## src/rtl/versa_region_pkg.sv

```systemverilog
// Shared constants and FSM state type for the VERSA region table.
package versa_region_pkg;

    // Word offsets inside the register window
    localparam int unsigned OFF_CTRL        = 0;
    localparam int unsigned OFF_STATUS      = 1;
    localparam int unsigned OFF_REGION_BASE = 2;

    // CTRL bit positions
    localparam int unsigned CTRL_COMMIT  = 0;
    localparam int unsigned CTRL_LOCK    = 1;
    localparam int unsigned CTRL_CLR_ERR = 2;

    // STATUS bit positions
    localparam int unsigned STAT_BUSY       = 0;
    localparam int unsigned STAT_LOCKED     = 1;
    localparam int unsigned STAT_ERR        = 2;
    localparam int unsigned STAT_ERR_IDX_LO = 8;

    // Region index width (NREG is at most 16)
    localparam int unsigned IDX_W = 4;

    // Commit sequencer states
    typedef enum logic [1:0] {
        ST_IDLE = 2'd0,
        ST_SCAN = 2'd1,
        ST_DONE = 2'd2
    } fsm_state_e;

endpackage

```

## src/rtl/versa_region_entry.sv

```systemverilog
// One region: shadow min/max with byte writes, active min/max and valid bit.
module versa_region_entry
    import versa_region_pkg::*;
#(
    parameter logic [15:0] RST_MIN = 16'hE07A,
    parameter logic [15:0] RST_MAX = 16'hF000
) (
    input  logic        clk,
    input  logic        rst_n,
    input  logic        wr_min,
    input  logic        wr_max,
    input  logic [1:0]  we,
    input  logic [15:0] din,
    input  logic        load,
    output logic [15:0] shmin,
    output logic [15:0] shmax,
    output logic [15:0] act_min,
    output logic [15:0] act_max,
    output logic        valid,
    output logic        fail_c
);

    logic [15:0] shmin_q, shmin_d;
    logic [15:0] shmax_q, shmax_d;
    logic [15:0] act_min_q, act_min_d;
    logic [15:0] act_max_q, act_max_d;
    logic        valid_q, valid_d;
    logic        pair_ok_c;

    assign pair_ok_c = (shmin_q <= shmax_q);
    assign fail_c    = load & ~pair_ok_c;

    // Byte-lane shadow updates and validated copy into the active pair
    always_comb begin
        shmin_d   = shmin_q;
        shmax_d   = shmax_q;
        act_min_d = act_min_q;
        act_max_d = act_max_q;
        valid_d   = valid_q;
        if (wr_min) begin
            if (we[0]) shmin_d[7:0]  = din[7:0];
            if (we[1]) shmin_d[15:8] = din[15:8];
        end
        if (wr_max) begin
            if (we[0]) shmax_d[7:0]  = din[7:0];
            if (we[1]) shmax_d[15:8] = din[15:8];
        end
        if (load) begin
            if (pair_ok_c) begin
                act_min_d = shmin_q;
                act_max_d = shmax_q;
                valid_d   = 1'b1;
            end else begin
                valid_d   = 1'b0;
            end
        end
    end

    // Region state registers
    always_ff @(posedge clk) begin
        if (!rst_n) begin
            shmin_q   <= RST_MIN;
            shmax_q   <= RST_MAX;
            act_min_q <= RST_MIN;
            act_max_q <= RST_MAX;
            valid_q   <= 1'b1;
        end else begin
            shmin_q   <= shmin_d;
            shmax_q   <= shmax_d;
            act_min_q <= act_min_d;
            act_max_q <= act_max_d;
            valid_q   <= valid_d;
        end
    end

    assign shmin   = shmin_q;
    assign shmax   = shmax_q;
    assign act_min = act_min_q;
    assign act_max = act_max_q;
    assign valid   = valid_q;

endmodule

```

## src/rtl/versa_region_table.sv

```systemverilog
// Multi-region VERSA executable-region table with shadow/commit and sticky lock.
module versa_region_table
    import versa_region_pkg::*;
#(
    parameter logic [14:0] BASE_ADDR = 15'h0180,
    parameter int unsigned NREG      = 4,
    parameter int unsigned DEC_WD    = 4,
    parameter logic [15:0] RST_MIN   = 16'hE07A,
    parameter logic [15:0] RST_MAX   = 16'hF000
) (
    input  logic                 mclk,
    input  logic                 puc_rst_n,
    input  logic [13:0]          per_addr,
    input  logic [15:0]          per_din,
    input  logic                 per_en,
    input  logic [1:0]           per_we,
    output logic [15:0]          per_dout,
    output logic [16*NREG-1:0]   er_min,
    output logic [16*NREG-1:0]   er_max,
    output logic [NREG-1:0]      region_valid,
    output logic                 cfg_locked,
    output logic                 commit_busy
);

    fsm_state_e       state_q, state_d;
    logic [IDX_W-1:0] idx_q, idx_d;
    logic             locked_q, locked_d;
    logic             err_q, err_d;
    logic [IDX_W-1:0] err_idx_q, err_idx_d;
    logic             busy_q, busy_d;

    logic              reg_sel_c;
    logic [DEC_WD-1:0] offset_c;
    logic              wr_c, rd_c;
    logic              ctrl_wr_c;
    logic              shadow_wr_en_c;
    logic              any_fail_c;

    logic [NREG-1:0]   wr_min_c, wr_max_c, load_c, fail_c;
    logic [15:0]       shmin_w [NREG];
    logic [15:0]       shmax_w [NREG];

    // Address decode
    assign reg_sel_c      = per_en & (per_addr[13:DEC_WD] == BASE_ADDR[14:DEC_WD+1]);
    assign offset_c       = per_addr[DEC_WD-1:0];
    assign wr_c           = reg_sel_c & (|per_we);
    assign rd_c           = reg_sel_c & ~(|per_we);
    assign ctrl_wr_c      = wr_c & per_we[0] & (offset_c == DEC_WD'(OFF_CTRL));
    assign shadow_wr_en_c = wr_c & ~locked_q & (state_q == ST_IDLE);
    assign any_fail_c     = |fail_c;

    // Region entries
    for (genvar i = 0; i < NREG; i++) begin : g_reg
        assign wr_min_c[i] = shadow_wr_en_c & (offset_c == DEC_WD'(OFF_REGION_BASE + 2*i));
        assign wr_max_c[i] = shadow_wr_en_c & (offset_c == DEC_WD'(OFF_REGION_BASE + 2*i + 1));
        assign load_c[i]   = (state_q == ST_SCAN) & (idx_q == IDX_W'(i));

        versa_region_entry #(
            .RST_MIN (RST_MIN),
            .RST_MAX (RST_MAX)
        ) u_entry (
            .clk     (mclk),
            .rst_n   (puc_rst_n),
            .wr_min  (wr_min_c[i]),
            .wr_max  (wr_max_c[i]),
            .we      (per_we),
            .din     (per_din),
            .load    (load_c[i]),
            .shmin   (shmin_w[i]),
            .shmax   (shmax_w[i]),
            .act_min (er_min[16*i +: 16]),
            .act_max (er_max[16*i +: 16]),
            .valid   (region_valid[i]),
            .fail_c  (fail_c[i])
        );
    end

    // Commit sequencer, lock and error tracking
    always_comb begin
        state_d   = state_q;
        idx_d     = idx_q;
        locked_d  = locked_q;
        err_d     = err_q;
        err_idx_d = err_idx_q;

        if (ctrl_wr_c && per_din[CTRL_LOCK]) begin
            locked_d = 1'b1;
        end
        if (ctrl_wr_c && per_din[CTRL_CLR_ERR]) begin
            err_d     = 1'b0;
            err_idx_d = '0;
        end

        case (state_q)
            ST_IDLE: begin
                if (ctrl_wr_c && per_din[CTRL_COMMIT] && !locked_q) begin
                    state_d = ST_SCAN;
                    idx_d   = '0;
                end
            end
            ST_SCAN: begin
                // A failure overrides a same-cycle clear; first failure keeps its index
                if (any_fail_c) begin
                    err_d = 1'b1;
                    if (!err_q || (ctrl_wr_c && per_din[CTRL_CLR_ERR])) begin
                        err_idx_d = idx_q;
                    end
                end
                if (idx_q == IDX_W'(NREG - 1)) begin
                    state_d = ST_DONE;
                end else begin
                    idx_d = idx_q + IDX_W'(1);
                end
            end
            ST_DONE: begin
                state_d = ST_IDLE;
            end
            default: begin
                state_d = ST_IDLE;
            end
        endcase

        busy_d = (state_d != ST_IDLE);
    end

    // Control state registers
    always_ff @(posedge mclk) begin
        if (!puc_rst_n) begin
            state_q   <= ST_IDLE;
            idx_q     <= '0;
            locked_q  <= 1'b0;
            err_q     <= 1'b0;
            err_idx_q <= '0;
            busy_q    <= 1'b0;
        end else begin
            state_q   <= state_d;
            idx_q     <= idx_d;
            locked_q  <= locked_d;
            err_q     <= err_d;
            err_idx_q <= err_idx_d;
            busy_q    <= busy_d;
        end
    end

    // Same-cycle read mux
    always_comb begin
        per_dout = '0;
        if (rd_c) begin
            if (offset_c == DEC_WD'(OFF_STATUS)) begin
                per_dout[STAT_BUSY]                         = busy_q;
                per_dout[STAT_LOCKED]                       = locked_q;
                per_dout[STAT_ERR]                          = err_q;
                per_dout[STAT_ERR_IDX_LO +: IDX_W]          = err_idx_q;
            end
            for (int i = 0; i < NREG; i++) begin
                if (offset_c == DEC_WD'(OFF_REGION_BASE + 2*i)) per_dout = shmin_w[i];
                if (offset_c == DEC_WD'(OFF_REGION_BASE + 2*i + 1)) per_dout = shmax_w[i];
            end
        end
    end

    assign cfg_locked  = locked_q;
    assign commit_busy = busy_q;

endmodule

```

## config.mk

```make
export PLATFORM = sky130hd
export DESIGN_NAME = versa_region_table
export DESIGN_NICKNAME = d
export VERILOG_FILES = /design/src/rtl/versa_region_pkg.sv /design/src/rtl/versa_region_entry.sv /design/src/rtl/versa_region_table.sv
export SDC_FILE = /design/constraint.sdc
export NUM_CORES = 1
export LEC_CHECK = 0
export BUFFER_PORTS_ARGS = -buffer_cell sky130_fd_sc_hd__buf_4
export CAP_MARGIN = 20
export CORE_ASPECT_RATIO = 1.1
export CORE_MARGIN = 2
export CORE_UTILIZATION = 63
export DETAILED_ROUTE_END_ITERATION = 7
export PLACE_DENSITY = 0.86
export SKIP_CTS_REPAIR_TIMING = 1
export SLEW_MARGIN = 20
export SYNTH_ARGS = -nofsm -noshare
export SYNTH_HDL_FRONTEND = slang
export SYNTH_HIERARCHICAL = 1
export SYNTH_SLANG_ARGS = --single-unit
export TNS_END_PERCENT = 20
```

## constraint.sdc

```tcl
create_clock -name mclk -period 6.8 [get_ports mclk]
set_input_delay 1.36 -clock mclk [delete_from_list [all_inputs] [get_ports mclk]]
set_output_delay 1.36 -clock mclk [all_outputs]
set_load 0.03 [all_outputs]
```

==> After elaboration in Yosys (flattened, before gate mapping) <==
Index checks and enable logic that the tools add are counted.
{ "classes": {"addsub": 1, "multipliers": 0, "div": 0, "order_cmp": 4, "n_eq_ne": 16, "n_shift": 0, "mux": 28, "bitwise_logic": 29, "reduce_logical": 35} }
{ "ops": {"columns": ["cell", "n"], "rows": [
  ["16-bit 2-to-1 mux", 9],
  ["16-bit less-or-equal comparator", 4],
  ["2-bit AND reduction", 20],
  ["4-bit 2-to-1 mux", 7],
  ["1-bit bitwise AND", 23],
  ["4-bit by 2-bit equality test with 1-bit output, second input constant", 4],
  ["4-bit by 3-bit equality test with 1-bit output, second input constant", 4],
  ["10-bit by 4-bit equality test with 1-bit output, second input constant", 1],
  ["4-bit by 1-bit equality test with 1-bit output, second input constant", 2],
  ["4-bit equality test, second input constant", 2],
  ["4-bit zero test", 2],
  ["4-bit one-hot mux with 2 select lines", 1],
  ["1-bit 2-to-1 mux", 7],
  ["1-bit NOT", 6],
  ["4-bit by 1-bit adder with 4-bit output, second input constant", 1],
  ["1-bit logical AND", 4],
  ["2-bit 2-to-1 mux", 2],
  ["2-bit one-hot mux with 2 select lines", 1],
  ["2-bit nonzero test", 2],
  ["4-bit OR reduction", 1],
  ["3-bit 2-to-1 mux", 1],
  ["3-bit AND reduction", 1],
  ["2-bit by 1-bit equality test with 1-bit output, second input constant", 1],
  ["1-bit zero test", 2],
  ["5 further kinds", 5]
]} }
{ "totals": {"regBits": 273, "latch_bits": 0, "ramBits": 0, "mem_bits_ro": 0, "input_bits": 35, "output_inout_bits": 150, "wordCells": 147, "memories": 0} }

==> Depth between registers and ports, before layout <==
Gate-level depths: netlist of the first run.
{ "logic_depth": {"word_depth": 11, "depth_mapped": 10, "depth_no_buf": 10} }

==> By module <==
The synthesis of the first run kept the hierarchy.
{ "by_module_without_submodules": {"columns": ["mod", "n_inst", "cells_each", "area_each_um2", "seq_area_each_um2"], "rows": [
  ["versa_region_entry", 4, 343, 2962.8, 1301.2],
  ["versa_region_table", 1, 303, 2218.4, 260.2]
]} }

==> Least setup slack after synthesis of the first run <==
No wires, ideal clock.
{ "synth_timing": {"kind": "input to output", "from": "in per_addr[1]", "to": "out per_dout[12]", "t_arrival_ps": 3649, "path_slack_ps": 1791, "cell_stages": 5, "path_buffers": 2, "cell_sequence": "buf_4 nor3_1 buf_1 o21ai_0 a2111oi_0"} }
{ "synth_via": {"elab_chain_len": 10, "elab_cells_between_ends": 17} }
{ "synth_rtl": {"columns": ["element", "line_no", "text"], "rows": [
  ["start, declared", "versa_region_table.sv:13", "input logic [13:0] per_addr,"],
  ["4-bit by 2-bit equality test with 1-bit output", "versa_region_table.sv:156", "if (offset_c == DEC_WD'(OFF_REGION_BASE + 2*i)) per_dout = shmin_w[i];"],
  ["16-bit 2-to-1 mux", "versa_region_table.sv:156", null],
  ["16-bit 2-to-1 mux", "versa_region_table.sv:157", "if (offset_c == DEC_WD'(OFF_REGION_BASE + 2*i + 1)) per_dout = shmax_w[i];"],
  ["16-bit 2-to-1 mux", "versa_region_table.sv:156", null],
  ["16-bit 2-to-1 mux", "versa_region_table.sv:157", null],
  ["16-bit 2-to-1 mux", "versa_region_table.sv:156", null],
  ["16-bit 2-to-1 mux", "versa_region_table.sv:157", null],
  ["16-bit 2-to-1 mux", "versa_region_table.sv:156", null],
  ["16-bit 2-to-1 mux (*)", "versa_region_table.sv:157", null],
  ["16-bit 2-to-1 mux (*)", "versa_region_table.sv:148", "if (rd_c) begin"],
  ["end, declared", "versa_region_table.sv:17", "output logic [15:0] per_dout,"]
]} }
Mark *: on every way between the ends. The rest lies on a longest branch, timed or not.

==> Final worst setup path of the first run <==
{ "layout_timing": {"from": "in per_addr[3]", "to": "out per_dout[3]"} }
Same word-level chain as after synthesis.

==> out/results.txt, run 1 <==
adder-cell share of the synthesized area: 6.047%
TritonCTS clock tree: yes
startpoint class of the critical path: input pin
Reg power frac: 49.9%
multiplexer share of the synthesized area: 10.86%
worst skew pair latency: 0.55 ns
DP Wirelength: 29590 um
xor-xnor portion of the synthesized cell area: 0.1245%
P_int: 2.474 mW
fin. max-slew vios: 0
outcome: finished, final reports clean
clock sinks: 273
crit end category: output pin
first-pass GRT wire length: 64520 um
Avg WL per Cell: 19.93 um
worst reg-to-reg setup slack: 3.78 ns
slowest CP cell: nor3_1
Post-synth EDFFs: 0
# rows: 57
Total Neg Setup Slack: 0 ns
synthesized area: 14070 um^2
Seq cells post-synth: 273
I/O Pins: 185
FMAX: 189.4 MHz
skew final: 0.01791 ns
R2R depth: 10
Final Hold Fails: 0
Critical path origin: per_addr[3]
Initial Util: 63.84%
nets@finish: 1887
Worst Setup EP: per_dout[3]
syn_nets: 1778
Core Util, Final: 72.82%
syn_area_per_cell: 8.400 um^2
Die Area: 23550 um^2
Gate Count Post-Synth: 1675
GR Overflow Total: 0
final worst path period share: 77.64%
min Tclk post-route: 5.280 ns
Leak: 5.840 nW
crit path DAT: 3.92 ns
Global Route Usage Sum: 34.23%
ANT nets after route: 0
1st-pass router iterations: 5
Top delay family on crit path: compound AO/OA/AOI/OAI gates
vias in the first global route: 12010
core area: 22040 um^2
Synth Area in Simple Gates: 23.92%
Peak VDD IR: 192.7 uV
Crit Path Class: input pin to output pin
share of layout cells above drive strength 1: 14.09%
Logic pwr share: 4.5%
DRT iter0 DRCs: 1145
post-synthesis sequential area ratio: 38.84%
Slew @ Worst Pin: 1.127 ns
die height: 160.7 um
ANT cells: 0
P_sw: 729.2 uW
Max-Cap Viols: 0
largest family of logic cells by synthesized area: simple AND/OR/NAND/NOR gates
antenna violations before repair: 0
compound-gate portion of the synthesized area: 13.46%
largest net degree at the start of global routing: 181
CP most frequent cell: buf_4
DRC: 0
Synth Flop Type: dfxtp_1
critical path data required time: 5.44 ns
WP depth: 6
Detailed Route WL: 41810 um
headroom to the max-slew limit: 24.28%
clock input transition at the sequential cells of the worst setup and hold paths: 0.06 ns
Synth-to-Final Area Change: 14.06%
hold crit path type: register to register
Inserted Clock Buffers: 27
Net Sw Frac: 22.77%
CP bufs+invs: 3
cells along the critical path: buf_4, inv_2, nor3_1, o21ai_0, a2111oi_0, buf_4
CTS max path bufs: 3
root buf cell: clkbuf_16
via count: 12640
Syn. warnings: 6
Layout fillers: 1650
Vias/cell: 6.025
Reg-to-Reg End: err_idx_q[3]$_SDFF_PN0_
fraction of registers with async set/reset: 0%
RSZ-0062 raised after global routing: false
maximum fanout along the worst path: 19
power per cell area: 199.6 nW/um^2
port bufs: 184
final setup fails: 0
Min-Delay Path Depth: 2
Clk pwr share: 45.6%
synth unique cells: 64
r2r startpoint: g_reg[1].u_entry/shmax[14]$_SDFFE_PN1P_
Routability Congestion: 0.9513
Largest stage delay, worst path: 0.89 ns
Max H-tree Level: 1
die outline width: 146.5 um
==> metal layers <==
layer	GRT usage [%]	vias to the layer above	part of all wire, %
met1	43.08	5920	40
met2	56.13	628	46
met3	5.369	185	8.0
li1	-	5907	-
met4	19.55	0	6.4
met5	0	-	0
==> flip-flops by register name (all words and copies together) (netlist names) <==
register,flops
g.u_entry/shmin,64
commit_busy,1
g.u_entry/act_min,64
g.u_entry/valid,4
idx_q,4
err_idx_q,4
state_q,2
cfg_locked,1
g.u_entry/shmax,64
g.u_entry/act_max,64
err_q,1
==> worst register-to-register path, cell delays in order, from the launching register on <==
cell and delay, ns:
dfxtp_1 0.47, inv_1 0.10, ha_1 0.30, nand4_1 0.17, nor4_1 0.57, nand2b_1 0.20, a31oi_1 0.10, nor4_1 0.46
nand2b_1 0.19, o31a_1 0.21, o22ai_1 0.11
==> kinds of logic (layout without fill, tap and decap cells) <==
logic type / count (synthesis) / in the layout
buffers and inverters: 181 / 309
AND/OR/NAND/NOR: 730 / 730
adder cells (fa/ha/maj): 68 / 68
flip-flops: 273 / 273
XOR/XNOR: 2 / 2
multiplexers: 151 / 151
AO/OA/AOI/OAI: 270 / 270
==> stage by stage <==
| stage | setup slack [ns] | power [mW] | hold WS (ns) | cells | cell area [um^2] |
|---|---|---|---|---|---|
| after floorplan | 1.791 | 1.726 | 0.4427 | 1675 | 14070 |
| after global placement | 1.665 | 1.774 | 0.4427 | 2050 | 15190 |
| after detailed placement | 1.727 | 1.775 | 0.4487 | 2050 | 15190 |
| after CTS | 1.601 | 3.209 | 0.4579 | 2098 | 16040 |
| after global routing | 1.231 | 3.287 | 0.4770 | 2098 | 16050 |
| final | 1.520 | 3.203 | 0.4558 | 2098 | 16050 |
==> layout make-up <==
class	count	area (um^2)	area share [%]
multi-input cells	1221	7671	47.80
flip-flops and latches	273	5465	34.06
repair buffers	188	1419	8.841
clock buffers	36	729.5	4.545
well taps	295	369.1	2.300
inverters	73	274.0	1.707
clock inverters	12	120.1	0.7485
==> cells in the mapped netlist, types with 5 or more instances <==
library cell | count | area share (%)
buf_8 | 12 | 1.3
nand2b_1 | 11 | 0.49
nor2_1 | 44 | 1.2
nand2_1 | 431 | 11
buf_6 | 13 | 1.0
nand3_1 | 69 | 2.5
ha_1 | 68 | 6.0
nor2b_1 | 102 | 4.5
buf_2 | 7 | 0.25
o221ai_1 | 5 | 0.31
clkbuf_1 | 68 | 1.8
nor4_1 | 7 | 0.31
nand4_1 | 19 | 0.84
and2_1 | 13 | 0.58
a21oi_1 | 32 | 1.1
o22ai_1 | 15 | 0.67
a21o_1 | 9 | 0.48
o21a_1 | 7 | 0.37
dfxtp_1 | 273 | 39
a31oi_1 | 5 | 0.22
and3_1 | 5 | 0.22
mux2i_1 | 147 | 10
nor3_1 | 8 | 0.28
a21boi_0 | 89 | 4.7
o2bb2ai_1 | 6 | 0.37
inv_1 | 72 | 1.9
o211ai_1 | 20 | 1.1
o21ai_0 | 47 | 1.7
==> worst min path at each step <==
| stage | startpoint | end | slack (ns) |
|---|---|---|---|
| final | g_reg[2].u_entry/act_max[2]$_SDFFE_PN0P_ | g_reg[2].u_entry/act_max[2]$_SDFFE_PN0P_ | 0.46 |
| after global placement | g_reg[2].u_entry/act_max[2]$_SDFFE_PN0P_ | g_reg[2].u_entry/act_max[2]$_SDFFE_PN0P_ | 0.44 |
| after CTS | g_reg[2].u_entry/act_max[10]$_SDFFE_PN0P_ | g_reg[2].u_entry/act_max[10]$_SDFFE_PN0P_ | 0.46 |
| after detailed placement | g_reg[1].u_entry/act_max[11]$_SDFFE_PN0P_ | g_reg[1].u_entry/act_max[11]$_SDFFE_PN0P_ | 0.45 |
| after global routing | g_reg[1].u_entry/act_max[1]$_SDFFE_PN0P_ | g_reg[1].u_entry/act_max[1]$_SDFFE_PN0P_ | 0.48 |
| after floorplan | err_idx_q[0]$_SDFF_PN0_ | err_idx_q[0]$_SDFF_PN0_ | 0.44 |
==> layout by cell type, fill, tap and decap left out, types with 3 or more instances in the layout <==
cell       instances
a311oi_1           4
a211oi_1           4
clkbuf_16         27
nand3_1           69
a2111o_1           4
dfxtp_1          273
o21ai_0           47
mux2i_1          147
inv_1             72
a2111oi_0          4
nor2_1            44
a31oi_1            5
nor4_2             3
nand2b_1          11
nor3_1             8
mux2_2             3
ha_1              68
nor2b_1          102
and3_1             5
nand4_1           19
o221ai_1           5
nor4_1             7
a2bb2oi_1          4
nand2_1          431
o2bb2ai_1          6
a21boi_0          89
a21o_1             9
o211ai_1          20
nor3b_1            4
a21oi_1           32
and2_1            13
a2111oi_2          3
o21a_1             7
o22ai_1           15
a32o_2             3
clkinv_2           8
buf_4            187
clkbuf_1           7
==> power by group through the flow <==
stage | combinational (mW) | clock, mW | sequential, mW
after detailed placement | 0.140 | 0 | 1.63
after global placement | 0.139 | 0 | 1.63
after global routing | 0.152 | 1.54 | 1.60
after CTS | 0.140 | 1.47 | 1.60
final | 0.145 | 1.46 | 1.60
after floorplan | 0.0910 | 0 | 1.63
(Power assumes the default switching activity.)
==> inputs of run 2 (changes only) <==
- ABC_AREA: not set -> 1
- CORE_UTILIZATION: 63 -> 58
- PLACE_DENSITY: 0.86 -> 0.8
- clock period: 6.8 -> 5.4 ns (I/O delays scaled with it)
==> out/results.txt, run 2 <==
Largest stage delay, worst path: 0.59 ns
Global Route Usage Sum: 32.05%
min Tclk post-route: 4.249 ns
1st-pass router iterations: 6
Seq cells post-synth: 273
core area: 22640 um^2
Gate Count Post-Synth: 1890
Layout fillers: 1987
critical path data required time: 4.32 ns
Syn. warnings: 6
Peak VDD IR: 248.5 uV
post-route insts no fill: 2330
Tot Pwr: 4.060 mW
Leak: 7.041 nW
post-synthesis sequential area ratio: 41.26%
skew final: 0.008644 ns
hold crit path type: register to register
clock sinks: 273
r2r startpoint: g_reg[1].u_entry/shmax[13]$_SDFFE_PN1P_
most common library cells after synthesis: nand2_1 (431), dfxtp_1 (273), nand3_1 (251)
Reg-to-Reg End: err_idx_q[0]$_SDFF_PN0_
power per cell area: 262.5 nW/um^2
CTS max path bufs: 3
crit end category: output pin
DRC: 0
cells along the critical path: buf_4, inv_1, nor2_1, nand2_1, clkinv_1, a21oi_1, nand4_1, nand2_1, inv_1, buf_4
Initial Util: 58.50%
Synth-to-Final Area Change: 16.80%
port bufs: 184
synthesized area: 13250 um^2
first-pass GRT wire length: 61470 um
Die Area: 24060 um^2
RSZ-0062 raised after global routing: false
maximum fanout along the worst path: 24
largest net degree at the start of global routing: 179
Slew @ Worst Pin: 1.046 ns
Multi-input gate area: 6571 um^2
Max-Cap Viols: 0
final worst path period share: 78.69%
fraction of registers with async set/reset: 0%
headroom to the max-slew limit: 30.30%
Final Hold Fails: 0
GR Overflow Total: 0
nets@finish: 2115
antenna violations before repair: 0
Worst Setup EP: per_dout[7]
Critical path origin: per_addr[3]
die height: 162.5 um
Crit Path Class: input pin to output pin
ANT nets after route: 0
Routability Congestion: 0.9689
Total Neg Setup Slack: 0 ns
clock input transition at the sequential cells of the worst setup and hold paths: 0.06 ns
fin. max-slew vios: 0
TritonCTS clock tree: yes
register area: 5465 um^2
DP Cell Count: 2283
area leader, netlist: dfxtp_1
Area contributors post-synth: dfxtp_1 (41%), nand2_1 (12%), nand3_1 (9.5%)
vias in the first global route: 11400
# rows: 58
Worst Hold Slack: 0.4564 ns
Vias/cell: 5.608
DP Wirelength: 28550 um
DRT iter0 DRCs: 1352
Max H-tree Level: 1
FMAX: 235.3 MHz
Synth Flop Type: dfxtp_1
final setup fails: 0
startpoint class of the critical path: input pin
die outline width: 148.1 um
Post-synth EDFFs: 0
top-count cell post-synth: nand2_1
I/O Pins: 185
commonest non-fill, non-tap cell in the layout: nand2_1
synth unique cells: 32
worst skew pair latency: 0.54 ns
syn_nets: 1993
worst reg-to-reg setup slack: 2.54 ns
Core Util, Final: 68.32%
syn_area_per_cell: 7.008 um^2
ANT cells: 0
root buf cell: clkbuf_16
R2R depth: 12
via count: 13070
slowest CP cell: nand2_1
crit path DAT: 3.17 ns
share of layout cells above drive strength 1: 13.05%
Inserted Clock Buffers: 27
outcome: finished, final reports clean
Avg WL per Cell: 17.21 um
Detailed Route WL: 40110 um
Yosys top cell area share: 41.26%
most frequent cells in the layout: nand2_1 (431), dfxtp_1 (273), nand3_1 (251)
-- run 2: area by class of cell --
| cell class | count | share of cell area [%] |
|---|---|---|
| clock inverters | 7 | 0.4368 |
| repair buffers | 189 | 9.293 |
| clock buffers | 40 | 5.330 |
| multi-input cells | 1327 | 42.48 |
| well taps | 300 | 2.426 |
| flip-flops and latches | 273 | 35.33 |
| inverters | 194 | 4.707 |
-- run 2: critical path, delay by kind of cell --
family,cells,cell delay [ns]
compound gates,1,0.29
buf+inv,5,0.91
simple gates,4,0.88
-- run 2: cells by family after synthesis --
| kind of cell | count (synthesis) | synth area share (%) |
|---|---|---|
| buffers and inverters | 290 | 9.352 |
| XOR/XNOR | 1 | 0.06614 |
| adder cells (fa/ha/maj) | 68 | 6.424 |
| AND/OR/NAND/NOR | 925 | 29.88 |
| flip-flops | 273 | 41.26 |
| AO/OA/AOI/OAI | 333 | 13.02 |
-- run 2: layer usage --
| metal | part of all wire, % | global-route usage, % | vias up | routed length, um |
|---|---|---|---|---|
| met4 | 4.1 | 12.60 | 0 | 1637 |
| met1 | 42 | 45.22 | 5934 | 16920 |
| li1 | - | - | 6412 | - |
| met5 | 0 | 0 | - | 0 |
| met3 | 9.3 | 4.930 | 100 | 3749 |
| met2 | 44 | 49.52 | 620 | 17800 |
-- run 2: through the flow --
| stage | area, um^2 | setup WS, ns |
|---|---|---|
| after floorplan | 13250 | 1.975 |
| after global placement | 14580 | 1.335 |
| after detailed placement | 14580 | 1.244 |
| after CTS | 15470 | 1.243 |
| after global routing | 15470 | 0.9645 |
| final | 15470 | 1.151 |
-- run 2: how the worst min path moves through the flow --
stage / start / end / slack (ns) / depth (start not counted)
after CTS: g_reg[2].u_entry/act_min[14]$_SDFFE_PN1P_ / g_reg[2].u_entry/act_min[14]$_SDFFE_PN1P_ / 0.46 / 2
after detailed placement: g_reg[3].u_entry/act_min[6]$_SDFFE_PN1P_ / g_reg[3].u_entry/act_min[6]$_SDFFE_PN1P_ / 0.45 / 2
after global routing: g_reg[3].u_entry/act_min[15]$_SDFFE_PN1P_ / g_reg[3].u_entry/act_min[15]$_SDFFE_PN1P_ / 0.49 / 2
after floorplan: g_reg[3].u_entry/shmax[0]$_SDFFE_PN0P_ / g_reg[3].u_entry/shmax[0]$_SDFFE_PN0P_ / 0.46 / 2
final: g_reg[2].u_entry/act_min[14]$_SDFFE_PN1P_ / g_reg[2].u_entry/act_min[14]$_SDFFE_PN1P_ / 0.46 / 2
after global placement: g_reg[1].u_entry/act_max[14]$_SDFFE_PN1P_ / g_reg[1].u_entry/act_max[14]$_SDFFE_PN1P_ / 0.44 / 2
-- run 2: report_power, final --
group	internal (mW)	total (mW)	switching [mW]
Clock	1.10	1.88	0.786
Combinational	0.0458	0.164	0.118
Sequential	2.01	2.01	0.0000269
